## src/rtl/ccd_gen_pkg.sv

```systemverilog
// Shared register map, FSM state type and MODE bit positions for the
// CCD/ADC stimulus generator.
package ccd_gen_pkg;

  localparam logic [3:0] ADDR_PERIOD_LO = 4'd0;
  localparam logic [3:0] ADDR_PERIOD_HI = 4'd1;
  localparam logic [3:0] ADDR_BLACK_LO  = 4'd2;
  localparam logic [3:0] ADDR_BLACK_HI  = 4'd3;
  localparam logic [3:0] ADDR_ACTIVE_LO = 4'd4;
  localparam logic [3:0] ADDR_ACTIVE_HI = 4'd5;
  localparam logic [3:0] ADDR_BLANK_LO  = 4'd6;
  localparam logic [3:0] ADDR_BLANK_HI  = 4'd7;
  localparam logic [3:0] ADDR_LINES_LO  = 4'd8;
  localparam logic [3:0] ADDR_LINES_HI  = 4'd9;
  localparam logic [3:0] ADDR_MODE      = 4'd10;

  localparam int MODE_CCD  = 0;
  localparam int MODE_CONT = 1;

  typedef enum logic [1:0] {
    ST_IDLE  = 2'd0,
    ST_RUN   = 2'd1,
    ST_DRAIN = 2'd2
  } state_t;

  // Replaces one byte of a 16-bit register image; the odd address is the high byte.
  function automatic logic [15:0] merge_byte(input logic [15:0] cur,
                                             input logic        high,
                                             input logic [7:0]  data);
    merge_byte = high ? {data, cur[7:0]} : {cur[15:8], data};
  endfunction

endpackage

```

## src/rtl/ccd_pixel_timer.sv

```systemverilog
// Pixel-period phase counter with the half/quarter/eighth comparators that
// shape the CCD clock and sample-and-hold strobes.
module ccd_pixel_timer #(
  parameter int PER_W = 10
) (
  input  logic             clk,
  input  logic             rst,
  input  logic             en,
  input  logic [PER_W-1:0] period,
  output logic             ph_first,
  output logic             ph_last,
  output logic             first_half,
  output logic             shp_lvl,
  output logic             shd_lvl
);

  logic [PER_W-1:0] ph;
  logic [PER_W-1:0] half;
  logic [PER_W-1:0] quarter;
  logic [PER_W-1:0] eighth;
  logic [PER_W-1:0] shd_lo;

  assign half    = period >> 1;
  assign quarter = period >> 2;
  assign eighth  = period >> 3;
  assign shd_lo  = half + eighth;

  assign ph_first   = (ph == '0);
  assign ph_last    = (ph == period - PER_W'(1));
  assign first_half = (ph < half);
  assign shp_lvl    = !((ph >= eighth) && (ph < eighth + quarter));
  assign shd_lvl    = !((ph >= shd_lo) && (ph < shd_lo + quarter));

  // Phase is parked at 0 while disabled so the first enabled cycle is ph=0.
  always_ff @(posedge clk) begin
    if (rst || !en || ph_last) begin
      ph <= '0;
    end else begin
      ph <= ph + PER_W'(1);
    end
  end

endmodule

```

## src/rtl/ccd_signal_gen.sv

```systemverilog
// CCD/ADC stimulus generator: streams show-ahead FIFO pixels to the DAC and
// drives BOS CCD timing over frames of active and blanking pixels.
module ccd_signal_gen
  import ccd_gen_pkg::*;
#(
  parameter int DAC_W = 14,
  parameter int PER_W = 10,
  parameter int PIX_W = 12,
  parameter int LIN_W = 12
) (
  input  logic             sys_clk,
  input  logic             rst,
  input  logic             cfg_wr,
  input  logic [3:0]       cfg_addr,
  input  logic [7:0]       cfg_data,
  input  logic             cmd_start,
  input  logic             cmd_stop,
  input  logic [DAC_W-1:0] px_data,
  input  logic             px_empty,
  output logic             px_rdreq,
  output logic [DAC_W-1:0] dac_d,
  output logic             clk_fpga,
  output logic             shp_fpga,
  output logic             shd_fpga,
  output logic             hd_fpga,
  output logic             vd_fpga,
  output logic             clpob_fpga,
  output logic             busy,
  output logic             underflow,
  output logic             cfg_err,
  output logic [15:0]      frame_cnt
);

  logic [PER_W-1:0] period;
  logic [DAC_W-1:0] black;
  logic [PIX_W-1:0] active_len;
  logic [PIX_W-1:0] blank_len;
  logic [LIN_W-1:0] num_lines;
  logic [1:0]       mode;

  state_t           state;
  state_t           state_next;
  logic [PIX_W:0]   pix;
  logic [PIX_W:0]   pix_total;
  logic [LIN_W-1:0] line;
  logic [DAC_W-1:0] pix_reg;

  logic ph_first, ph_last, first_half, shp_lvl, shd_lvl;
  logic cfg_valid, start_req, start_ok;
  logic in_active, pix_last, last_line, line_end, frame_end, pix_edge;

  assign busy      = (state != ST_IDLE);
  assign cfg_valid = !period[0] && (period >= PER_W'(8)) && (active_len != '0) &&
                     (blank_len != '0) && (num_lines != '0);
  // A stop in the same cycle cancels the start entirely.
  assign start_req = cmd_start && !cmd_stop;
  assign start_ok  = start_req && !busy && cfg_valid;

  assign pix_total = {1'b0, active_len} + {1'b0, blank_len};
  assign in_active = (pix < {1'b0, active_len});
  assign pix_last  = (pix == pix_total - (PIX_W + 1)'(1));
  assign last_line = (line == num_lines - LIN_W'(1));
  assign line_end  = busy && ph_last && pix_last;
  assign frame_end = line_end && last_line;
  assign pix_edge  = busy && ph_first;
  assign px_rdreq  = !rst && pix_edge && in_active && !px_empty;

  ccd_pixel_timer #(.PER_W(PER_W)) u_timer (
    .clk        (sys_clk),
    .rst        (rst),
    .en         (busy),
    .period     (period),
    .ph_first   (ph_first),
    .ph_last    (ph_last),
    .first_half (first_half),
    .shp_lvl    (shp_lvl),
    .shd_lvl    (shd_lvl)
  );

  always_ff @(posedge sys_clk) begin
    if (rst) begin
      period     <= '0;
      black      <= '0;
      active_len <= '0;
      blank_len  <= '0;
      num_lines  <= '0;
      mode       <= '0;
    end else if (cfg_wr && !busy) begin
      case (cfg_addr)
        ADDR_PERIOD_LO, ADDR_PERIOD_HI:
          period <= PER_W'(merge_byte(16'(period), cfg_addr[0], cfg_data));
        ADDR_BLACK_LO, ADDR_BLACK_HI:
          black <= DAC_W'(merge_byte(16'(black), cfg_addr[0], cfg_data));
        ADDR_ACTIVE_LO, ADDR_ACTIVE_HI:
          active_len <= PIX_W'(merge_byte(16'(active_len), cfg_addr[0], cfg_data));
        ADDR_BLANK_LO, ADDR_BLANK_HI:
          blank_len <= PIX_W'(merge_byte(16'(blank_len), cfg_addr[0], cfg_data));
        ADDR_LINES_LO, ADDR_LINES_HI:
          num_lines <= LIN_W'(merge_byte(16'(num_lines), cfg_addr[0], cfg_data));
        ADDR_MODE:
          mode <= cfg_data[1:0];
        default: ;
      endcase
    end
  end

  always_ff @(posedge sys_clk) begin
    if (rst) begin
      state <= ST_IDLE;
    end else begin
      state <= state_next;
    end
  end

  // A finished single frame takes precedence over a stop arriving on its last cycle.
  always_comb begin
    state_next = state;
    case (state)
      ST_IDLE:  if (start_ok) state_next = ST_RUN;
      ST_RUN: begin
        if (frame_end && !mode[MODE_CONT]) state_next = ST_IDLE;
        else if (cmd_stop)                 state_next = ST_DRAIN;
      end
      ST_DRAIN: if (line_end) state_next = ST_IDLE;
      default:  state_next = ST_IDLE;
    endcase
  end

  always_ff @(posedge sys_clk) begin
    if (rst || start_ok) begin
      pix  <= '0;
      line <= '0;
    end else if (busy && ph_last) begin
      if (pix_last) begin
        pix  <= '0;
        line <= last_line ? '0 : line + LIN_W'(1);
      end else begin
        pix <= pix + (PIX_W + 1)'(1);
      end
    end
  end

  always_ff @(posedge sys_clk) begin
    if (rst) begin
      pix_reg   <= '0;
      underflow <= 1'b0;
      cfg_err   <= 1'b0;
      frame_cnt <= '0;
    end else begin
      if (!busy)         pix_reg <= black;
      else if (pix_edge) pix_reg <= (in_active && !px_empty) ? px_data : black;

      if (start_ok)                                  underflow <= 1'b0;
      else if (pix_edge && in_active && px_empty)    underflow <= 1'b1;

      if (start_ok)                                  cfg_err <= 1'b0;
      else if ((cfg_wr && busy) || (start_req && (busy || !cfg_valid)))
                                                     cfg_err <= 1'b1;

      if (frame_end) frame_cnt <= frame_cnt + 16'd1;
    end
  end

  // Timing pins lag the phase counter by one cycle.
  always_ff @(posedge sys_clk) begin
    if (rst) begin
      dac_d      <= '0;
      clk_fpga   <= 1'b1;
      shp_fpga   <= 1'b1;
      shd_fpga   <= 1'b1;
      hd_fpga    <= 1'b0;
      vd_fpga    <= 1'b0;
      clpob_fpga <= 1'b0;
    end else if (!busy) begin
      dac_d      <= black;
      clk_fpga   <= 1'b1;
      shp_fpga   <= 1'b1;
      shd_fpga   <= 1'b1;
      hd_fpga    <= 1'b0;
      vd_fpga    <= 1'b0;
      clpob_fpga <= 1'b0;
    end else begin
      dac_d      <= (mode[MODE_CCD] && first_half) ? black : pix_reg;
      clk_fpga   <= first_half;
      shp_fpga   <= shp_lvl;
      shd_fpga   <= shd_lvl;
      hd_fpga    <= (pix == {1'b0, active_len});
      vd_fpga    <= !in_active && (line == '0);
      clpob_fpga <= !in_active;
    end
  end

endmodule

```

## config.mk

```make
export PLATFORM = sky130hd
export DESIGN_NAME = ccd_signal_gen
export DESIGN_NICKNAME = d
export VERILOG_FILES = /design/src/rtl/ccd_gen_pkg.sv /design/src/rtl/ccd_pixel_timer.sv /design/src/rtl/ccd_signal_gen.sv
export SDC_FILE = /design/constraint.sdc
export NUM_CORES = 1
export LEC_CHECK = 0
export BUFFER_PORTS_ARGS = -buffer_cell sky130_fd_sc_hd__buf_2
export CORE_MARGIN = 10
export CORE_UTILIZATION = 43
export CTS_BUF_LIST = sky130_fd_sc_hd__clkbuf_8 sky130_fd_sc_hd__clkbuf_16
export DETAILED_ROUTE_END_ITERATION = 6
export PLACE_DENSITY = 0.65
export SLEW_MARGIN = 20
export SYNTH_ARGS = -nofsm -noshare
export SYNTH_HDL_FRONTEND = slang
export SYNTH_SLANG_ARGS = --single-unit
```

## constraint.sdc

```tcl
create_clock -name sys_clk -period 8.49 [get_ports sys_clk]
set_input_delay 2.547 -clock sys_clk [delete_from_list [all_inputs] [get_ports sys_clk]]
set_output_delay 2.547 -clock sys_clk [all_outputs]
set_load 0.005 [all_outputs]
```

==> flow_summary.yaml, run 1 <==
outcome:
  status: "complete, no violations"
clocking:
  clock_sinks: 151
  htreeDepth: 4
  cts-root-buf: "clkbuf_16"
  ctsHoldBuffers: 0
  cts_buffer_depth: 2
  path_clk_slew_ns: 0.07
  clk_latency_ns: 0.43
  cts_tree: "done"
  cts_setup_buffers: 0
  ctsResizeCount: 0
  cts_inserted_buffers: 17
floorplan:
  die_x_um: 174
  core_mm2: 0.0233
  rows: 56
  die_y_um: 174
  initial_utilization: 0.436
  dieArea_mm2: 0.0302
  io_pins: 72
sta:
  timing.slew.headroom: 0.357
  period_needed_ns: 6.01
  tightest_slew_ns: 0.965
  fmax_mhz: 166
  setup_ws_ns: 2.48
  fin_skew_ns: 0.0166
  rsz0062_at_grt: "false"
  fin_setup_tns_ns: 0
  hold_violations: 0
  slew_viol_final: 0
  finalSetupViolations: 0
  period_share: 0.708
pwr:
  p_sw_uw: 408
  seq_power_share: 0.443
  power.density_mw_per_mm2: 142
  internal_power_uw: 1210
  total_leakage_power_uw: 0.00496
  p_clk_frac: 0.480
  p_comb_frac: 0.077
  switching_share: 0.252
  peakVddDrop_uv: 110
synthesis:
  synthTopCellsByCount: "nor2_1 (166), dfxtp_1 (151), ha_1 (121)"
  synth.area.top_cells: "dfxtp_1 (30%), ha_1 (15%), mux2i_1 (9.4%)"
  synth_nets: 1351
  synth-seq-area-share: 0.297
  yosysMostFrequentCell: "nor2_1"
  yosysTopAreaCellShare: 0.297
  synth_seq_cells: 151
  synth_async_sr_flop_share: 0
  synth_top_cell_by_area: "dfxtp_1"
  avgSynthCellArea_um2: 8.51
  yosys_warnings: 0
  syn-cell-area_mm2: 0.0102
  syn-instance-count: 1194
  synth_ff_type: "dfxtp_1"
  synth_edf_count: 0
  ys_types: 68
global_route:
  overflow: 0
  grt_pass1_vias: 8018
  grt_max_degree: 84
  grt_pass1_wl_um: 41100
  grt_usage: 0.163
  antenna_found_initial: 1
hold_path:
  hold_depth: 2
  min_path_type: "reg2reg"
critical_path:
  required_ns: 5.94
  end_kind: "output pin"
  crit_family: "simple AND/OR/NAND/NOR gates"
  crit_path_top_delay_cell: "nand2b_1"
  crit_buf_inv: 2
  timing.critical_path.cells: "buf_4, nand2b_1, nor4_1, buf_2"
  critPathKind: "in2out"
  path_max_fanout: 30
  reg2regPathDepth: 13
  worstSetupStartpointType: "primary input"
  critical_path_arrival_ns: 3.46
  crit_path_max_incr_delay_ns: 0.31
  worstSetupPathDepth: 4
detailed_routing:
  vias: 8395
  via_per_inst: 5.32
  drc: 0
  ant_nets: 0
  drt-pass1-iter-count: 5
  drt_iter0_markers: 623
  drt_wl_total_um: 25200
  wl_per_cell_um: 16.0
cells_and_area:
  fin_nets: 1404
  drive_above_1_share: 0.0960
  nFillCells: 2249
  largest_reg_flops: 27
  area_delta_synth_final_pct: 12.2
  diodes: 0
placement:
  dp_slack_ns: 2.47
  hpwlAfterDp_um: 19000
  port_buffers: 71
  gp_congestion: 0.851
job:
  maxCapViolCount: 0
==> power groups by stage <==
stage               sequential (uW)  clock [uW]  combinational (uW)
finish                          719         779                 125
global route                    719         820                 140
CTS                             719         794                 125
detailed placement              735           0                 124
global placement                735           0                 122
floorplan                       733           0                89.7
==> layout by cell type, fill, tap and decap left out, types with 3 or more instances in the layout <==
cell type / count
nor2_1: 166
dfxtp_1: 151
ha_1: 121
mux2i_1: 95
inv_1: 93
buf_2: 70
nand2_1: 63
xnor2_1: 61
o21ai_0: 46
a21oi_1: 34
xor2_1: 31
nor4_1: 30
nand3_1: 28
a21o_1: 22
nor2b_1: 22
nand2b_1: 21
nor3_1: 20
nand4_1: 17
clkbuf_16: 17
and3_1: 13
or4_1: 9
a211oi_1: 8
a31oi_1: 8
o21a_1: 7
nand3b_1: 6
mux2_1: 6
inv_6: 6
nor3b_1: 5
or3_1: 4
and4_1: 4
fa_1: 4
buf_4: 4
a21boi_0: 3
nand4b_1: 3
or2_2: 3
o211ai_1: 3
nor4b_1: 3
and2_1: 3
nor3_2: 3
==> worst reg2reg max path, cell delays in order (launching register included) <==
cell and delay [ns]:
dfxtp_1 0.36, inv_1 0.08, ha_1 0.28, inv_1 0.04, ha_1 0.21, fa_1 0.41
a211oi_1 0.44, o21ai_0 0.28, a31oi_1 0.26, xnor2_1 0.15, nand4_1 0.48, or4_1 0.97
nor4_1 0.38, mux2_1 0.35
==> per-layer routing <==
metal  vias to the layer above  GRT usage  part of all wire
met1                      3971      0.213              0.48
met4                         0     0.0349            0.0090
met5                         -          0                 0
met3                        19     0.0259             0.037
met2                       138      0.277              0.47
li1                       4267          -                 -
==> cells by family (layout without fill, tap and decap cells) <==
logic type / count (synthesis) / in the layout / share of synthesized area
compound gates: 160 / 160 / 0.101
mux: 102 / 102 / 0.101
fa+ha+maj: 125 / 125 / 0.157
buf+inv: 132 / 198 / 0.0506
simple gates: 432 / 432 / 0.213
xor+xnor: 92 / 92 / 0.0793
flops: 151 / 151 / 0.297
==> through the flow <==
step	hold slack [ns]	power, uW	std cells	instance area, um^2	util
finish	0.452	1620	1579	11400	0.489
global route	0.476	1680	1579	11400	0.489
CTS	0.457	1640	1579	11400	0.488
detailed placement	0.441	859	1547	10800	0.462
global placement	0.433	857	1547	10800	0.462
floorplan	0.424	823	1194	10200	-
==> layout make-up <==
| class | instances | area, um^2 | area share |
|---|---|---|---|
| well taps | 319 | 399 | 0.0350 |
| repair buffers | 74 | 380 | 0.0334 |
| clock inverters | 14 | 163 | 0.0143 |
| flip-flops and latches | 151 | 3020 | 0.265 |
| clock buffers | 18 | 439 | 0.0385 |
| multi-input cells | 911 | 6650 | 0.583 |
| inverters | 92 | 345 | 0.0303 |
==> worst paths after layout <==
check | slack, ns | end | start
worst max-delay path | 2.48 | px_rdreq | rst
worst min-delay path | 0.45 | pix_reg[12]$_SDFFE_PP0P_ | pix_reg[12]$_SDFFE_PP0P_
worst max register to register | 3.71 | frame_cnt[15]$_SDFFE_PP0N_ | active_len[1]$_SDFFE_PP0P_
worst min register to register | 0.45 | pix_reg[12]$_SDFFE_PP0P_ | pix_reg[12]$_SDFFE_PP0P_
No activity file was read; power rests on OpenSTA's default activity.
==> run 2: changes to the inputs <==
Clock period 8.49 ns to 6.3 ns, I/O delays scaled along.
==> run 2 against run 1 <==
Effect of this change: via count fell by 0.80%; cell area rose by 0.15%; critical path type is now reg2reg; combinational power rose by 34%; die area did not move; critical endpoint is now frame_cnt[15]$_SDFFE_PP0N_; cell count barely moved.
==> flow_summary.yaml, run 2 (synthesis gave the netlist of run 1 again) <==
clocking:
  cts_tree: "done"
  ctsHoldBuffers: 0
  clock_sinks: 151
  ctsResizeCount: 0
  clk_latency_ns: 0.42
  htreeDepth: 4
  path_clk_slew_ns: 0.07
  cts_inserted_buffers: 17
  cts-root-buf: "clkbuf_16"
  cts_setup_buffers: 0
  cts_buffer_depth: 2
sta:
  finalSetupViolations: 0
  hold_violations: 0
  finalHoldWorstSlack_ns: 0.451
  fin_skew_ns: 0.00917
  period_needed_ns: 4.77
  slew_viol_final: 0
  rsz0062_at_grt: "false"
  tightest_slew_ns: 1.04
  period_share: 0.758
  fin_setup_tns_ns: 0
  timing.slew.headroom: 0.306
  fmax_mhz: 210
floorplan:
  core_mm2: 0.0233
  io_pins: 72
  die_y_um: 174
  dieArea_mm2: 0.0302
  rows: 56
  die_x_um: 174
  initial_utilization: 0.436
global_route:
  use_met1: 0.217
  grt_util_met3: 0.0261
  grt_pass1_vias: 8170
  grt_use_met2: 0.277
  overflow: 0
  grt_pass1_wl_um: 41900
  grt_usage: 0.165
  antenna_found_initial: 1
  grt_max_degree: 81
  grt.busiest_layer: "met2"
critical_path:
  required_ns: 6.61
  crit_path_start: "active_len[1]$_SDFFE_PP0P_"
  crit_path_max_incr_delay_ns: 0.96
  timing.critical_path.cells: "inv_1, ha_1, inv_1, ha_1, fa_1, a211oi_1, o21ai_0, a31oi_1, xnor2_1, nand4_1, or4_1, nor4_1, mux2_1"
  timing.rr.start: "active_len[1]$_SDFFE_PP0P_"
  critPathKind: "reg2reg"
  timing.rr.end: "frame_cnt[15]$_SDFFE_PP0N_"
  worstSetupStartpointType: "register"
  reg2regPathDepth: 13
  r2r_slack_ns: 1.53
  critical_path_arrival_ns: 5.09
  crit_path_top_delay_cell: "or4_1"
  end_kind: "register"
  path_max_fanout: 17
cells_and_area:
  fin_nets: 1405
  area_delta_synth_final_pct: 12.3
  mostFrequentLayoutCell: "nor2_1"
  fin_util: 0.489
  largest_reg_flops: 27
  mostFrequentLayoutCells: "nor2_1 (166), dfxtp_1 (151), ha_1 (121)"
  diodes: 0
  drive_above_1_share: 0.0960
detailed_routing:
  wl_per_cell_um: 16.0
  ant_nets: 0
  drt_wl_total_um: 25300
  drc: 0
  drt-pass1-iter-count: 5
  via_per_inst: 5.27
  vias: 8328
  drt_iter0_markers: 574
hold_path:
  holdPathEnd: "pix_reg[10]$_SDFFE_PP0P_"
  min_path_type: "reg2reg"
  hold_depth: 2
  min_from: "pix_reg[10]$_SDFFE_PP0P_"
pwr:
  power.density_mw_per_mm2: 194
  p_total_uw: 2210
  total_leakage_power_uw: 0.00497
  peakVddDrop_uv: 137
placement:
  hpwlAfterDp_um: 19100
  gp_congestion: 0.870
  port_buffers: 71
job:
  maxCapViolCount: 0
outcome:
  status: "complete, no violations"
-- run 2: changes by cell type in the layout (fill, tap and decap cells not counted) --
| cell | previous run | this run |
|---|---|---|
| buf_4 | 4 | 5 |
| inv_6 | 6 | 4 |
| inv_8 | 2 | 1 |
| clkinv_2 | 0 | 1 |
| inv_1 | 93 | 94 |
| bufinv_16 | 2 | 3 |
-- run 2: worst max path at each step --
stage	slack, ns	depth (start not counted)	endpoint
after floorplan	2.14	2	px_rdreq
after global routing	1.28	13	frame_cnt[15]$_SDFFE_PP0N_
after detailed placement	1.57	13	frame_cnt[15]$_SDFFE_PP0N_
final	1.53	13	frame_cnt[15]$_SDFFE_PP0N_
after global placement	1.64	4	px_rdreq
after CTS	1.54	13	frame_cnt[15]$_SDFFE_PP0N_
-- run 2: cell type report --
class                      count  area (um^2)
timing repair buffer          75          388
clock buffer                  18          439
fill                        2256        11900
sequential                   151         3020
tap                          319          399
inverter                      92          345
multi-input combinational    911         6650
clock inverter                14          173
-- run 2: worst max-delay path, delay by kind of cell (launching register included) --
kind	cells	cell delay, ns
buffers and inverters	2	0.12
adder cells (fa/ha/maj)	3	0.90
AO/OA/AOI/OAI	3	0.96
AND/OR/NAND/NOR	3	1.84
multiplexers	1	0.35
XOR/XNOR	1	0.14
flip-flops	1	0.35
-- run 2: layer usage --
layer,share of wire,up-vias
met5,0,-
met4,0.0078,0
met3,0.037,12
met2,0.47,142
met1,0.48,3907
li1,-,4267
-- run 2: report_power, final --
| group | switching (uW) | internal, uW |
|---|---|---|
| Combinational | 98.6 | 69.6 |
| Sequential | 7.78 | 961 |
| Clock | 433 | 639 |
| Total | 540 | 1670 |
-- run 2: per-stage QoR --
step,setup slack [ns],instance area [um^2],cells
global route,1.28,11400,1580
finish,1.53,11400,1580
floorplan,2.14,10200,1194
global placement,1.64,10800,1548
CTS,1.54,11400,1580
detailed placement,1.57,10800,1548
==> run 3: changes to the inputs <==
Settings changed: ABC_AREA set to 1.
Clock period 6.3 ns to 4.55 ns, I/O delays scaled along.
==> run 3 against run 2 <==
Effect of this change: setup slack got worse by 1.0 ns; critical endpoint is now shd_fpga$_SDFF_PP1_; worst hold slack improved by 0.034 ns; fmax increased by 18%; register-to-register slack got worse by 1.0 ns; highest routed layer unchanged; via count increased by 21%; utilization decreased by 0.37 points; critical path depth increased by 4; sequential cell count unchanged; cell count increased by 23%; clock skew increased by 0.0027 ns; sequential share of layout area decreased by 1.8 points.
==> flow_summary.yaml, run 3 <==
cells_and_area:
  mostFrequentLayoutCell: "nand2_1"
  fin_nets: 1758
  mostFrequentLayoutCells: "nand2_1 (282), inv_1 (205), dfxtp_1 (151)"
  fin_area_mm2: 0.0122
  multiInputGateArea_mm2: 0.00695
  nFillCells: 2539
  largest_reg_flops: 27
  drive_above_1_share: 0.118
  seq_area_mm2: 0.00302
  area_delta_synth_final_pct: 11.2
critical_path:
  crit_path_top_delay_cell: "dfxtp_1"
  timing.rr.start: "period[4]$_SDFFE_PP0P_"
  required_ns: 4.90
  worstSetupStartpointType: "register"
  path_max_fanout: 9
  crit_path_max_incr_delay_ns: 0.57
  critPathKind: "reg2reg"
  end_kind: "register"
  crit_path_start: "period[4]$_SDFFE_PP0P_"
  critical_path_arrival_ns: 4.39
  timing.critical_path.cells: "inv_1, fa_1, o21ai_0, xor2_1, inv_1, ha_1, a21oi_1, nor2_1, o21ai_0, nand2_1, a21o_1, nand2_1, xnor2_1, ha_1, nand4_1, or2_2, o2111ai_1"
  crit_family: "adder cells"
  crit_buf_inv: 2
detailed_routing:
  ant_nets: 0
  vias: 10080
  drt_wl_total_um: 29900
  drt-pass1-iter-count: 4
  via_per_inst: 5.18
  drt_iter0_markers: 620
  drc: 0
  wl_per_cell_um: 15.4
clocking:
  htreeDepth: 4
  cts-root-buf: "clkbuf_16"
  ctsHoldBuffers: 0
  clock_sinks: 151
  cts_buffer_depth: 2
  path_clk_slew_ns: 0.07
  cts_setup_buffers: 0
  clk_latency_ns: 0.44
  cts_tree: "done"
  cts_inserted_buffers: 17
  ctsResizeCount: 0
pwr:
  p_clk_frac: 0.444
  total_leakage_power_uw: 0.00569
  seq_power_share: 0.421
  switching_share: 0.294
  power.density_mw_per_mm2: 262
  peakVddDrop_uv: 268
  internal_power_uw: 2270
  p_comb_frac: 0.135
  p_sw_uw: 943
synthesis:
  ys_types: 54
  syn-instance-count: 1538
  synth_seq_cells: 151
  synthTopCellsByCount: "nand2_1 (282), inv_1 (206), dfxtp_1 (151)"
  synth-seq-area-share: 0.275
  syn-cell-area_mm2: 0.0110
  synth_top_cell_by_area: "dfxtp_1"
  yosysTopAreaCellShare: 0.275
  yosys_warnings: 0
  synth.area.top_cells: "dfxtp_1 (27%), ha_1 (14%), nand2_1 (9.6%)"
  avgSynthCellArea_um2: 7.15
  yosysMostFrequentCell: "nand2_1"
  synth_async_sr_flop_share: 0
  synth_ff_type: "dfxtp_1"
  synth_edf_count: 0
  synth_nets: 1695
sta:
  fin_setup_tns_ns: 0
  tightest_slew_ns: 0.921
  rsz0062_at_grt: "false"
  finalSetupViolations: 0
  hold_violations: 0
  slew_viol_final: 0
  period_needed_ns: 4.04
  period_share: 0.888
  finalHoldWorstSlack_ns: 0.485
  fin_skew_ns: 0.0118
  timing.slew.headroom: 0.385
  fmax_mhz: 247
global_route:
  grt_pass1_vias: 9795
  grt_max_degree: 86
  grt_pass1_wl_um: 49000
  antenna_found_initial: 1
  grt_usage: 0.180
  overflow: 0
placement:
  post_dp_cell_area_mm2: 0.0116
  hpwlAfterDp_um: 22600
  gp_congestion: 0.905
  port_buffers: 71
floorplan:
  core_mm2: 0.0252
  die_x_um: 180
  die_y_um: 180
  initial_utilization: 0.437
  dieArea_mm2: 0.0324
  io_pins: 72
  rows: 58
job:
  maxCapViolCount: 0
hold_path:
  min_from: "blank_len[7]$_SDFFE_PP0P_"
  min_path_type: "reg2reg"
outcome:
  status: "complete, no violations"
## run 3: cell count changes in the layout (fill, tap and decap cells not counted), moves of 29 or more
cell     change
nand2_1    +219
mux2i_1     -95
o21ai_0     +40
a21oi_1     +88
inv_1      +111
nand3_1     +66
xnor2_1     -29
## run 3: per-stage QoR
step	utilization	std cells	power, uW	setup slack, ns
floorplan	-	1538	1690	0.893
global route	0.485	1944	3340	0.204
finish	0.486	1945	3210	0.508
CTS	0.485	1944	3230	0.503
global placement	0.462	1912	1800	0.560
detailed placement	0.462	1912	1810	0.551
## run 3: cells by family (layout without fill, tap and decap cells)
group | after synthesis | count (layout) | share of synthesized area
AO/OA/AOI/OAI | 273 | 273 | 0.142
AND/OR/NAND/NOR | 645 | 645 | 0.270
flip-flops | 151 | 151 | 0.275
other | 0 | 1 | 0
adder cells (fa/ha/maj) | 125 | 125 | 0.145
buffers and inverters | 253 | 329 | 0.0940
XOR/XNOR | 91 | 91 | 0.0744
## run 3: final timing paths
check	endpoint	slack, ns	cells past startpoint
max	shd_fpga$_SDFF_PP1_	0.51	17
max reg2reg	shd_fpga$_SDFF_PP1_	0.51	17
min	blank_len[7]$_SDFFE_PP0P_	0.48	2
min reg2reg	blank_len[7]$_SDFFE_PP0P_	0.48	2
## run 3: worst register-to-register path, cell delays in order, from the launching register on
cell and delay (ns):
dfxtp_1 0.57, inv_1 0.24, fa_1 0.49, o21ai_0 0.30, xor2_1 0.23, inv_1 0.07, ha_1 0.32, a21oi_1 0.23
nor2_1 0.06, o21ai_0 0.15, nand2_1 0.11, a21o_1 0.17, nand2_1 0.06, xnor2_1 0.07, ha_1 0.31, nand4_1 0.12
or2_2 0.30, o2111ai_1 0.17
## run 3: power by group through the flow
stage / logic [uW] / clock network (uW) / registers (uW)
finish: 432 / 1430 / 1350
CTS: 429 / 1450 / 1350
floorplan: 312 / 0 / 1380
global route: 487 / 1500 / 1350
detailed placement: 426 / 0 / 1380
global placement: 420 / 0 / 1380
## run 3: cell type report
class | instances | share of cell area
tap | 330 | 0.0338
timing repair buffer | 84 | 0.0370
inverter | 213 | 0.0660
clock inverter | 15 | 0.0129
antenna | 1 | 0.000205
multi-input combinational | 1134 | 0.568
clock buffer | 17 | 0.0348
sequential | 151 | 0.247
## run 3: per-layer routing
| metal | vias up | track usage | wire (um) | share of wire |
|---|---|---|---|---|
| li1 | 5192 | - | - | - |
| met1 | 4641 | 0.233 | 14400 | 0.48 |
| met2 | 220 | 0.299 | 13700 | 0.46 |
| met3 | 27 | 0.0321 | 1430 | 0.048 |
| met4 | 0 | 0.0490 | 422 | 0.014 |
| met5 | - | 0 | 0 | 0 |
